[config.mk]
export PLATFORM = sky130hd
export DESIGN_NAME = bcd_display_scanner
export DESIGN_NICKNAME = d
export VERILOG_FILES = /design/src/rtl/bcd_display_pkg.sv /design/src/rtl/bcd_display_scanner_seg7_encoder.sv /design/src/rtl/bcd_display_scanner.sv
export SDC_FILE = /design/constraint.sdc
export NUM_CORES = 1
export LEC_CHECK = 0
export ABC_AREA = 0
export ABC_CLOCK_PERIOD_IN_PS = 2000
export CORE_MARGIN = 5
export CORE_UTILIZATION = 54
export CTS_CLUSTER_DIAMETER = 50
export DETAILED_ROUTE_END_ITERATION = 8
export PLACE_DENSITY = 0.78
export SLEW_MARGIN = 20
export SYNTH_ARGS = -nofsm -noshare
export SYNTH_HDL_FRONTEND = slang
export SYNTH_SLANG_ARGS = --single-unit
export TNS_END_PERCENT = 20
[constraint.sdc]
create_clock -name clk -period 2 [get_ports clk]
set_input_delay 0.4 -clock clk [delete_from_list [all_inputs] [get_ports clk]]
set_output_delay 0.4 -clock clk [all_outputs]
set_load 0.005 [all_outputs]
[src/rtl/bcd_display_pkg.sv]
// bcd_display_pkg: shared scan states and active-low segment codes for the BCD display scanner.
package bcd_display_pkg;

    typedef enum logic [1:0] {UNITS, GAP_T, TENS, GAP_U} scan_state_t;

    localparam logic [6:0] SEG_BLANK = 7'h7F;
    localparam logic [6:0] SEG_ERR   = 7'h06;

    localparam logic [6:0] SEG_LUT [0:9] = '{
        7'h40, 7'h79, 7'h24, 7'h30, 7'h19,
        7'h12, 7'h02, 7'h78, 7'h00, 7'h10
    };

endpackage

[src/rtl/bcd_display_scanner_seg7_encoder.sv]
// seg7_encoder: BCD digit to active-low {g..a} segments; non-decimal codes show "E".
module seg7_encoder
    import bcd_display_pkg::*;
(
    input  logic [3:0] bcd_i,
    output logic [6:0] seg_o
);

    assign seg_o = (bcd_i > 4'd9) ? SEG_ERR : SEG_LUT[bcd_i];

endmodule

[src/rtl/bcd_display_scanner.sv]
// bcd_display_scanner: latches a two-digit BCD value and time-multiplexes it onto
// a shared active-low segment bus with a one-cycle blank gap between digits.
module bcd_display_scanner
    import bcd_display_pkg::*;
#(
    parameter int REFRESH_DIV = 50000
) (
    input  logic       clk,
    input  logic       rst,
    input  logic       load,
    input  logic       tens,
    input  logic [3:0] units,
    input  logic       blank_lz,
    output logic [6:0] seg,
    output logic [1:0] an
);

    localparam int CW = $clog2(REFRESH_DIV);
    localparam logic [CW-1:0] CNT_TERM = CW'(REFRESH_DIV - 1);

    scan_state_t   state_q, state_d;
    logic [CW-1:0] cnt_q, cnt_d;
    logic          tens_q, tens_d;
    logic [3:0]    units_q, units_d;
    logic [6:0]    seg_q, seg_d;
    logic [1:0]    an_q, an_d;
    logic [3:0]    enc_in;
    logic [6:0]    enc_out;
    logic          slot_done, tens_dark;

    seg7_encoder u_enc (
        .bcd_i (enc_in),
        .seg_o (enc_out)
    );

    assign enc_in    = (state_q == TENS) ? {3'b000, tens_q} : units_q;
    assign slot_done = (state_q == GAP_T) || (state_q == GAP_U) || (cnt_q == CNT_TERM);
    assign tens_dark = blank_lz && !tens_q;

    always_comb begin
        tens_d  = load ? tens : tens_q;
        units_d = load ? units : units_q;
        // enum order is the scan order, so advancing wraps GAP_U back to UNITS
        state_d = slot_done ? scan_state_t'(state_q + 2'd1) : state_q;
        cnt_d   = slot_done ? '0 : cnt_q + 1'b1;
        an_d    = (state_q == UNITS) ? 2'b10 :
                  (state_q == TENS && !tens_dark) ? 2'b01 : 2'b11;
        seg_d   = (an_d == 2'b11) ? SEG_BLANK : enc_out;
    end

    always_ff @(posedge clk) begin
        if (rst) begin
            state_q <= UNITS;
            cnt_q   <= '0;
            tens_q  <= 1'b0;
            units_q <= 4'd0;
            seg_q   <= SEG_BLANK;
            an_q    <= 2'b11;
        end else begin
            state_q <= state_d;
            cnt_q   <= cnt_d;
            tens_q  <= tens_d;
            units_q <= units_d;
            seg_q   <= seg_d;
            an_q    <= an_d;
        end
    end

    assign seg = seg_q;
    assign an  = an_q;

endmodule

==> flow_metrics.py, run 1 <==
metrics = {
    "outcome": {
        "outcome": "completed",
    },
    "clock_network": {
        "cts_root_buf": "clkbuf_4",
        "path_clk_slew_ns": 0.09,
        "insertion_delay_ns": 0.32,
        "cts_max_path_buffers": 2,
        "htreeDepth": 2,
        "numCtsBuffers": 5,
        "cts_sinks": 32,
        "cts_tree": "done",
        "hold_buffers": 0,
    },
    "setup_path": {
        "cp_max_fo": 4,
        "rr_startpoint": "cnt_q[0]",
        "worstSetupEndpointType": "register",
        "criticalPathCategory": "reg -> reg",
        "required_ns": 2.22,
        "r2r-end": "state_q[0]",
        "r2r_cells": 5,
        "worstSetupStartpointType": "register",
        "ff2ff_setup_slack_ns": 0.17,
        "crit_arrival_ns": 2.05,
    },
    "yosys": {
        "yosys-top-cells-area": "dfxtp_1 (44%), ha_1 (8.5%), nor2_1 (6.6%)",
        "synth_xor_area_share_pct": 7.74,
        "synth_top_cell_by_area": "dfxtp_1",
        "avgSynthCellArea_sq_um": 9.19,
        "synth_edf_count": 0,
        "synth_area_sq_mm": 0.00147,
        "ys_types": 33,
        "ys_seq_elements": 32,
        "yosysMostFrequentCell": "dfxtp_1",
        "syn_nets": 179,
        "synth_fa_ha_area_share_pct": 8.51,
        "muxShareOfSynthArea_pct": 6.30,
        "yosysWarningCount": 0,
        "synth-async-reset-ratio_pct": 0,
        "synth_ff_type": "dfxtp_1",
        "yosys.area_share.simple_pct": 23.7,
        "synth_top_cell_area_share_pct": 43.6,
        "synth_common_cells": "dfxtp_1 (32), nor2_1 (26), ha_1 (10)",
        "synth_compound_area_share_pct": 6.21,
        "synth_seq_area_share_pct": 43.6,
        "synthCells": 160,
        "synth_top_family_by_area": "simple AND/OR/NAND/NOR gates",
    },
    "floorplanning": {
        "die_height_um": 62.2,
        "die_w_um": 62.2,
        "die-area_sq_mm": 0.00387,
        "start_util_pct": 54.7,
        "coreArea_sq_mm": 0.00269,
        "num_rows": 19,
        "io_pins": 18,
    },
    "sta": {
        "slew_headroom_pct": 74.4,
        "hold_viol_final": 0,
        "finalCriticalPeriod_ns": 1.83,
        "skew_ns": 0.00407,
        "setup_viol": 0,
        "tightest_slew_ns": 0.382,
        "holdWs_ns": 0.479,
        "slew_violations": 0,
        "tns_ns": 0,
        "rsz0062_at_grt": "false",
        "max_freq_mhz": 547,
        "period_share_pct": 91.5,
    },
    "routing": {
        "ant_nets": 0,
        "avgViaCountPerCell": 5.39,
        "drt-total-wl_mm": 2.70,
        "drt_iter0_drc": 43,
        "drc": 0,
        "dr.pass1.iters": 4,
        "wire_per_inst_um": 12.5,
        "route.vias.total": 1164,
    },
    "placed_design": {
        "dp_hpwl_mm": 2.11,
        "gp_congestion": 0.896,
        "io_buffers": 17,
    },
    "power_and_ir_drop": {
        "p_leak_nw": 0.709,
        "power.density_mw_per_mm2": 750,
        "irDropWorstVdd_uv": 553,
    },
    "layout": {
        "area_growth_pct": 20.0,
        "nets": 204,
        "diodes": 0,
        "drive_above_1_share_pct": 9.73,
        "n_fill_cell": 228,
    },
    "worst_hold_path": {
        "holdPathStages": 1,
        "worst_hold_path_type": "reg -> reg",
        "whs_endpoint": "cnt_q[0]",
        "hold_start": "cnt_q[0]",
    },
    "global_route": {
        "grt_antenna_before_repair": 0,
        "grt_max_degree": 10,
        "track_usage_pct": 15.2,
        "grt_pass1_vias": 1148,
        "grt_overflow": 0,
        "grt_pass1_wl_mm": 4.73,
    },
    "run": {
        "maxCapViolCount": 0,
    },
}
through the flow:
step	setup slack (ns)	cells	util (%)	instance area, sq um	power, mW
after global placement	0.245	209	63.0	1690	0.932
after floorplan	0.224	160	-	1470	0.833
after global routing	0.0191	216	65.7	1760	1.42
after detailed placement	0.0607	209	63.0	1690	0.942
final	0.171	216	65.7	1760	1.32
after CTS	0.0433	216	65.4	1760	1.34
critical path: stages, from the launching register on:
cell	delay, ns
dfxtp_1	0.34
ha_1	0.25
and3_2	0.25
nand4_1	0.14
nor3b_1	0.37
mux2_2	0.38
layout by cell type (no fill, tap or decap), types with 4 or more instances in the layout:
| cell | instances |
|---|---|
| dfxtp_1 | 32 |
| clkdlybuf4s50_1 | 17 |
| nand4_1 | 5 |
| nand2b_1 | 4 |
| buf_4 | 5 |
| mux2i_1 | 6 |
| a21oi_1 | 6 |
| xnor2_1 | 9 |
| nor2_1 | 26 |
| nand2_1 | 6 |
| clkbuf_4 | 5 |
| nand3_1 | 5 |
| xor2_1 | 4 |
| ha_1 | 9 |
| inv_1 | 9 |
| o21ai_0 | 5 |
repair_timing:
| item | 4_1_cts | 5_1_grt |
|---|---|---|
| resized for setup | 0 | 3 |
| buffers inserted | 0 | 0 |
| setup endpoints to repair | 0 | 5 |
kinds of logic (layout without fill, tap and decap cells):
| group | after synthesis | in the layout |
|---|---|---|
| AOI/OAI and AO/OA | 16 | 16 |
| xor gates and xnor gates | 13 | 13 |
| adders and majority gates | 10 | 10 |
| buffers and inverters | 13 | 38 |
| DFF | 32 | 32 |
| muxes | 9 | 9 |
| and+or+nand+nor | 67 | 67 |
worst max-delay path by stage:
stage	startpoint	to	slack, ns	cells after the start
6_report	cnt_q[0]	state_q[0]	0.17	5
5_1_grt	state_q[0]	seg[3]	0.02	8
4_1_cts	state_q[0]	seg[1]	0.04	7
3_5_place_dp	state_q[0]	seg[1]	0.06	7
3_3_place_gp	state_q[0]	seg[1]	0.24	6
2_1_floorplan	state_q[0]	seg[1]	0.22	6
flip-flops by register name, summed over array words and instances (netlist names):
register and count:
an 2, cnt_q 16, seg 7, state_q 2, tens_q 1, units_q 4
report_power, final:
group | leakage (nW) | switching, mW | internal, mW | total [mW]
Clock | 0.0374 | 0.197 | 0.199 | 0.396
Sequential | 0.262 | 0.0280 | 0.684 | 0.712
Combinational | 0.409 | 0.0930 | 0.122 | 0.215
layer usage:
| layer | vias to the layer above | track usage, % | share of wire, % |
|---|---|---|---|
| li1 | 594 | - | - |
| met1 | 548 | 15.7 | 43 |
| met2 | 18 | 25.8 | 51 |
| met3 | 4 | 7.39 | 4.4 |
| met4 | 0 | 6.23 | 1.1 |
| met5 | - | 0 | 0 |
area by class of cell:
class / instances / area, sq um / area share [%]
clock buffer: 7 / 65.1 / 3.69
inverter: 9 / 33.8 / 1.91
multi-input combinational: 115 / 778 / 44.1
sequential: 32 / 641 / 36.3
tap: 31 / 38.8 / 2.20
timing repair buffer: 22 / 208 / 11.8
Power figures use the tool's default switching activity.
==> run 2: changes to the inputs <==
CORE_MARGIN = unset   (was 5)
SKIP_LAST_GASP = 1   (was unset)
SLEW_MARGIN = 15   (was 20)
==> flow_metrics.py, run 2 (synthesis gave the netlist of run 1 again) <==
metrics = {
    "outcome": {
        "outcome": "completed",
    },
    "run": {
        "maxCapViolCount": 0,
    },
    "clock_network": {
        "cts_sinks": 32,
        "hold_buffers": 0,
        "post_cts_resized": 0,
        "cts_tree": "done",
        "path_clk_slew_ns": 0.09,
        "numCtsBuffers": 5,
        "cts_max_path_buffers": 2,
        "htreeDepth": 2,
        "cts_setup_buffers": 0,
        "insertion_delay_ns": 0.32,
        "cts_root_buf": "clkbuf_4",
    },
    "layout": {
        "nets": 203,
        "largest_register_ffs": 16,
        "multiInputGateArea_sq_um": 778,
        "area_growth_pct": 19.0,
        "top_register": "cnt_q",
        "final_cell_mix": "dfxtp_1 (32), nor2_1 (26), clkdlybuf4s50_1 (17)",
        "drive_above_1_share_pct": 8.65,
        "n_fill_cell": 217,
        "finalInstanceArea_sq_mm": 0.00175,
        "final_common_cell": "dfxtp_1",
        "diodes": 0,
        "regArea_sq_um": 641,
    },
    "power_and_ir_drop": {
        "sw_frac_of_total_pct": 24.4,
        "power_frac_comb_pct": 16.3,
        "intPower_uw": 976,
        "clockPowerShare_pct": 28.5,
        "p_leak_nw": 0.699,
        "total_power_mw": 1.29,
        "irDropWorstVdd_uv": 746,
        "power_frac_seq_pct": 55.1,
        "power.density_mw_per_mm2": 739,
        "switching_power_uw": 316,
    },
    "sta": {
        "skew_ns": 0.00706,
        "finalCriticalPeriod_ns": 1.80,
        "tightest_slew_ns": 0.449,
        "period_share_pct": 90.1,
        "setup_viol": 0,
        "slew_violations": 0,
        "setup_slack_ns": 0.198,
        "tns_ns": 0,
        "max_freq_mhz": 555,
        "holdWs_ns": 0.473,
        "slew_headroom_pct": 70.1,
        "rsz0062_at_grt": "false",
        "hold_viol_final": 0,
    },
    "setup_path": {
        "r2r-end": "state_q[0]",
        "worst_path_max_delay_cell": "mux2_2",
        "rr_startpoint": "cnt_q[0]",
        "worstSetupStartpointType": "register",
        "crit_path_cell_trace": "ha_1 > and3_2 > nand4_1 > nor3b_1 > mux2_2",
        "r2r_cells": 5,
        "ff2ff_setup_slack_ns": 0.20,
        "cp_max_fo": 4,
        "crit_arrival_ns": 2.01,
        "worstSetupEndpointType": "register",
        "criticalPathCategory": "reg -> reg",
        "required_ns": 2.21,
        "cp_slowest_stage_delay_ns": 0.38,
    },
    "floorplanning": {
        "die_w_um": 54.2,
        "coreArea_sq_mm": 0.00252,
        "die_height_um": 54.2,
        "num_rows": 18,
        "die-area_sq_mm": 0.00293,
        "io_pins": 18,
        "start_util_pct": 58.3,
    },
    "routing": {
        "dr.pass1.iters": 4,
        "drt-total-wl_mm": 2.61,
        "route.vias.total": 1116,
        "drc": 0,
        "wire_per_inst_um": 12.2,
        "drt_iter0_drc": 17,
        "avgViaCountPerCell": 5.19,
        "ant_nets": 0,
    },
    "worst_hold_path": {
        "worst_hold_path_type": "reg -> reg",
        "holdPathStages": 1,
        "hold_start": "cnt_q[0]",
        "whs_endpoint": "cnt_q[0]",
    },
    "global_route": {
        "grt_pass1_vias": 1026,
        "track_usage_pct": 21.3,
        "grt_max_degree": 10,
        "grt_overflow": 0,
        "grt_antenna_before_repair": 0,
        "grt_pass1_wl_mm": 4.35,
    },
    "placed_design": {
        "gp_congestion": 0.853,
        "dp_hpwl_mm": 2.04,
        "io_buffers": 17,
        "place_area_sq_mm": 0.00168,
        "pre_cts_ws_ns": 0.0951,
    },
}
run 2: critical path, delay by kind of cell (launching register included):
family / cells / cell delay, ns
AND/OR/NAND/NOR: 3 / 0.73
multiplexers: 1 / 0.38
flip-flops: 1 / 0.34
adder cells (fa/ha/maj): 1 / 0.25
run 2: metrics by stage:
step	util, %	std cells
global route	69.3	215
floorplan	-	160
finish	69.3	215
CTS	69.1	215
detailed placement	66.8	207
global placement	66.8	207
run 2: area by class of cell:
class / instances / area share (%)
Multi-Input combinational cell: 115 / 44.5
Timing Repair Buffer: 21 / 11.4
Inverter: 9 / 1.93
Clock buffer: 8 / 3.36
Sequential cell: 32 / 36.6
Tap cell: 30 / 2.15
run 2: how the worst max path moves through the flow:
stage / start / cells past startpoint / slack (ns) / end
4_1_cts: state_q[0] / 6 / 0.06 / seg[1]
6_report: cnt_q[0] / 5 / 0.20 / state_q[0]
3_5_place_dp: state_q[0] / 6 / 0.1 / seg[1]
5_1_grt: state_q[0] / 9 / 0.05 / seg[4]
3_3_place_gp: state_q[0] / 7 / 0.23 / seg[1]
2_1_floorplan: state_q[0] / 6 / 0.22 / seg[1]
run 2: layer usage:
metal | wire length (um) | global-route usage [%] | up-vias
li1 | - | - | 594
met1 | 1270 | 27.1 | 490
met3 | 114 | 5.93 | 5
met4 | 36 | 13.2 | 0
met2 | 1200 | 31.3 | 27
met5 | 0 | 0 | -
run 2: power groups by stage:
stage | combinational (mW) | clock, mW | sequential, mW
floorplan | 0.108 | 0 | 0.725
detailed placement | 0.210 | 0 | 0.726
global placement | 0.202 | 0 | 0.724
global route | 0.236 | 0.411 | 0.719
CTS | 0.211 | 0.388 | 0.711
finish | 0.211 | 0.369 | 0.712
==> run 3: changes to the inputs <==
REMOVE_ABC_BUFFERS = 1   (was unset)
==> flow_metrics.py, run 3 (synthesis gave the netlist of run 1 again) <==
metrics = {
    "outcome": {
        "outcome": "completed",
    },
    "power_and_ir_drop": {
        "irDropWorstVdd_uv": 686,
        "p_leak_nw": 0.700,
        "switching_power_uw": 334,
        "power_frac_comb_pct": 16.4,
        "intPower_uw": 978,
        "clockPowerShare_pct": 29.1,
        "power_frac_seq_pct": 54.5,
        "sw_frac_of_total_pct": 25.5,
        "power.density_mw_per_mm2": 746,
    },
    "layout": {
        "final_cells": 215,
        "diodes": 0,
        "n_fill_cell": 201,
        "regArea_sq_um": 641,
        "largest_register_ffs": 16,
        "drive_above_1_share_pct": 8.65,
        "top_register": "cnt_q",
        "final_common_cell": "dfxtp_1",
        "nets": 203,
        "final_cell_mix": "dfxtp_1 (32), nor2_1 (26), clkdlybuf4s50_1 (17)",
        "post-route-util_pct": 69.7,
        "multiInputGateArea_sq_um": 787,
        "area_growth_pct": 19.6,
    },
    "placed_design": {
        "gp_congestion": 0.920,
        "io_buffers": 17,
        "dp_hpwl_mm": 1.99,
        "placed_cells": 207,
    },
    "clock_network": {
        "cts_sinks": 32,
        "insertion_delay_ns": 0.33,
        "cts_setup_buffers": 0,
        "cts_max_path_buffers": 2,
        "numCtsBuffers": 5,
        "htreeDepth": 2,
        "cts_root_buf": "clkbuf_4",
        "post_cts_resized": 0,
        "cts_tree": "done",
        "hold_buffers": 0,
        "path_clk_slew_ns": 0.09,
    },
    "global_route": {
        "grt_pass1_wl_mm": 4.31,
        "grt_overflow": 0,
        "grt_pass1_vias": 980,
        "grt_max_degree": 16,
        "grt_antenna_before_repair": 0,
        "track_usage_pct": 21.6,
    },
    "sta": {
        "tightest_slew_ns": 0.354,
        "slew_headroom_pct": 76.3,
        "slew_violations": 0,
        "max_freq_mhz": 529,
        "hold_viol_final": 0,
        "rsz0062_at_grt": "false",
        "skew_ns": 0.00963,
        "finalCriticalPeriod_ns": 1.89,
        "setup_viol": 0,
        "tns_ns": 0,
        "period_share_pct": 94.5,
    },
    "routing": {
        "avgViaCountPerCell": 5.49,
        "drc": 0,
        "route.vias.total": 1181,
        "drt-total-wl_mm": 2.92,
        "wire_per_inst_um": 13.6,
        "ant_nets": 0,
        "dr.pass1.iters": 4,
        "drt_iter0_drc": 37,
    },
    "setup_path": {
        "required_ns": 2.22,
        "worstSetupStartpointType": "register",
        "r2r_cells": 6,
        "worstSetupEndpointType": "register",
        "criticalPathCategory": "reg -> reg",
        "cp_max_fo": 6,
        "crit_arrival_ns": 2.11,
    },
    "floorplanning": {
        "num_rows": 18,
        "die_height_um": 54.2,
        "start_util_pct": 58.3,
        "die-area_sq_mm": 0.00293,
        "coreArea_sq_mm": 0.00252,
        "io_pins": 18,
        "die_w_um": 54.2,
    },
    "worst_hold_path": {
        "holdPathStages": 1,
        "worst_hold_path_type": "reg -> reg",
    },
    "run": {
        "maxCapViolCount": 0,
    },
}
[run 3: layout make-up]
cell class              count  share of cell area (%)
clock buffers               8                    3.35
inverters                   9                    1.92
multi-input cells         115                    44.8
flip-flops and latches     32                    36.4
well taps                  30                    2.14
repair buffers             21                    11.4
[run 3: worst paths after layout]
path	startpoint	slack, ns	endpoint
max	state_q[0]	0.11	seg[1]
min	cnt_q[0]	0.48	cnt_q[0]
max reg2reg	state_q[0]	0.11	seg[1]
min reg2reg	cnt_q[0]	0.48	cnt_q[0]
[run 3: per-stage QoR]
| stage | instance area (sq um) | setup slack [ns] | hold slack (ns) | total power, mW |
|---|---|---|---|---|
| 5_1_grt | 1760 | 0.00381 | 0.516 | 1.38 |
| 2_1_floorplan | 1450 | 0.224 | 0.426 | 0.826 |
| 3_3_place_gp | 1680 | 0.234 | 0.439 | 0.927 |
| 6_report | 1760 | 0.109 | 0.476 | 1.31 |
| 4_1_cts | 1740 | 0.0137 | 0.482 | 1.32 |
| 3_5_place_dp | 1680 | 0.0378 | 0.463 | 0.936 |
[run 3: power by group through the flow]
stage	sequential (mW)	combinational [mW]	clock, mW
final	0.714	0.216	0.382
after CTS	0.712	0.211	0.394
after floorplan	0.725	0.101	0
after detailed placement	0.726	0.209	0
after global routing	0.721	0.240	0.415
after global placement	0.724	0.203	0
[run 3: critical path, cell delays in order (launching register included)]
cell and delay (ns):
dfxtp_1 0.36, inv_1 0.12, ha_2 0.27, mux2i_4 0.29
inv_1 0.10, ha_1 0.32, o311ai_0 0.33
[run 3: per-layer routing]
metal / routed length [um] / vias up / track usage, %
met5: 0 / - / 0
met4: 59 / 0 / 10.3
li1: - / 593 / -
met3: 148 / 7 / 5.93
met2: 1330 / 42 / 33.1
met1: 1380 / 539 / 27.8
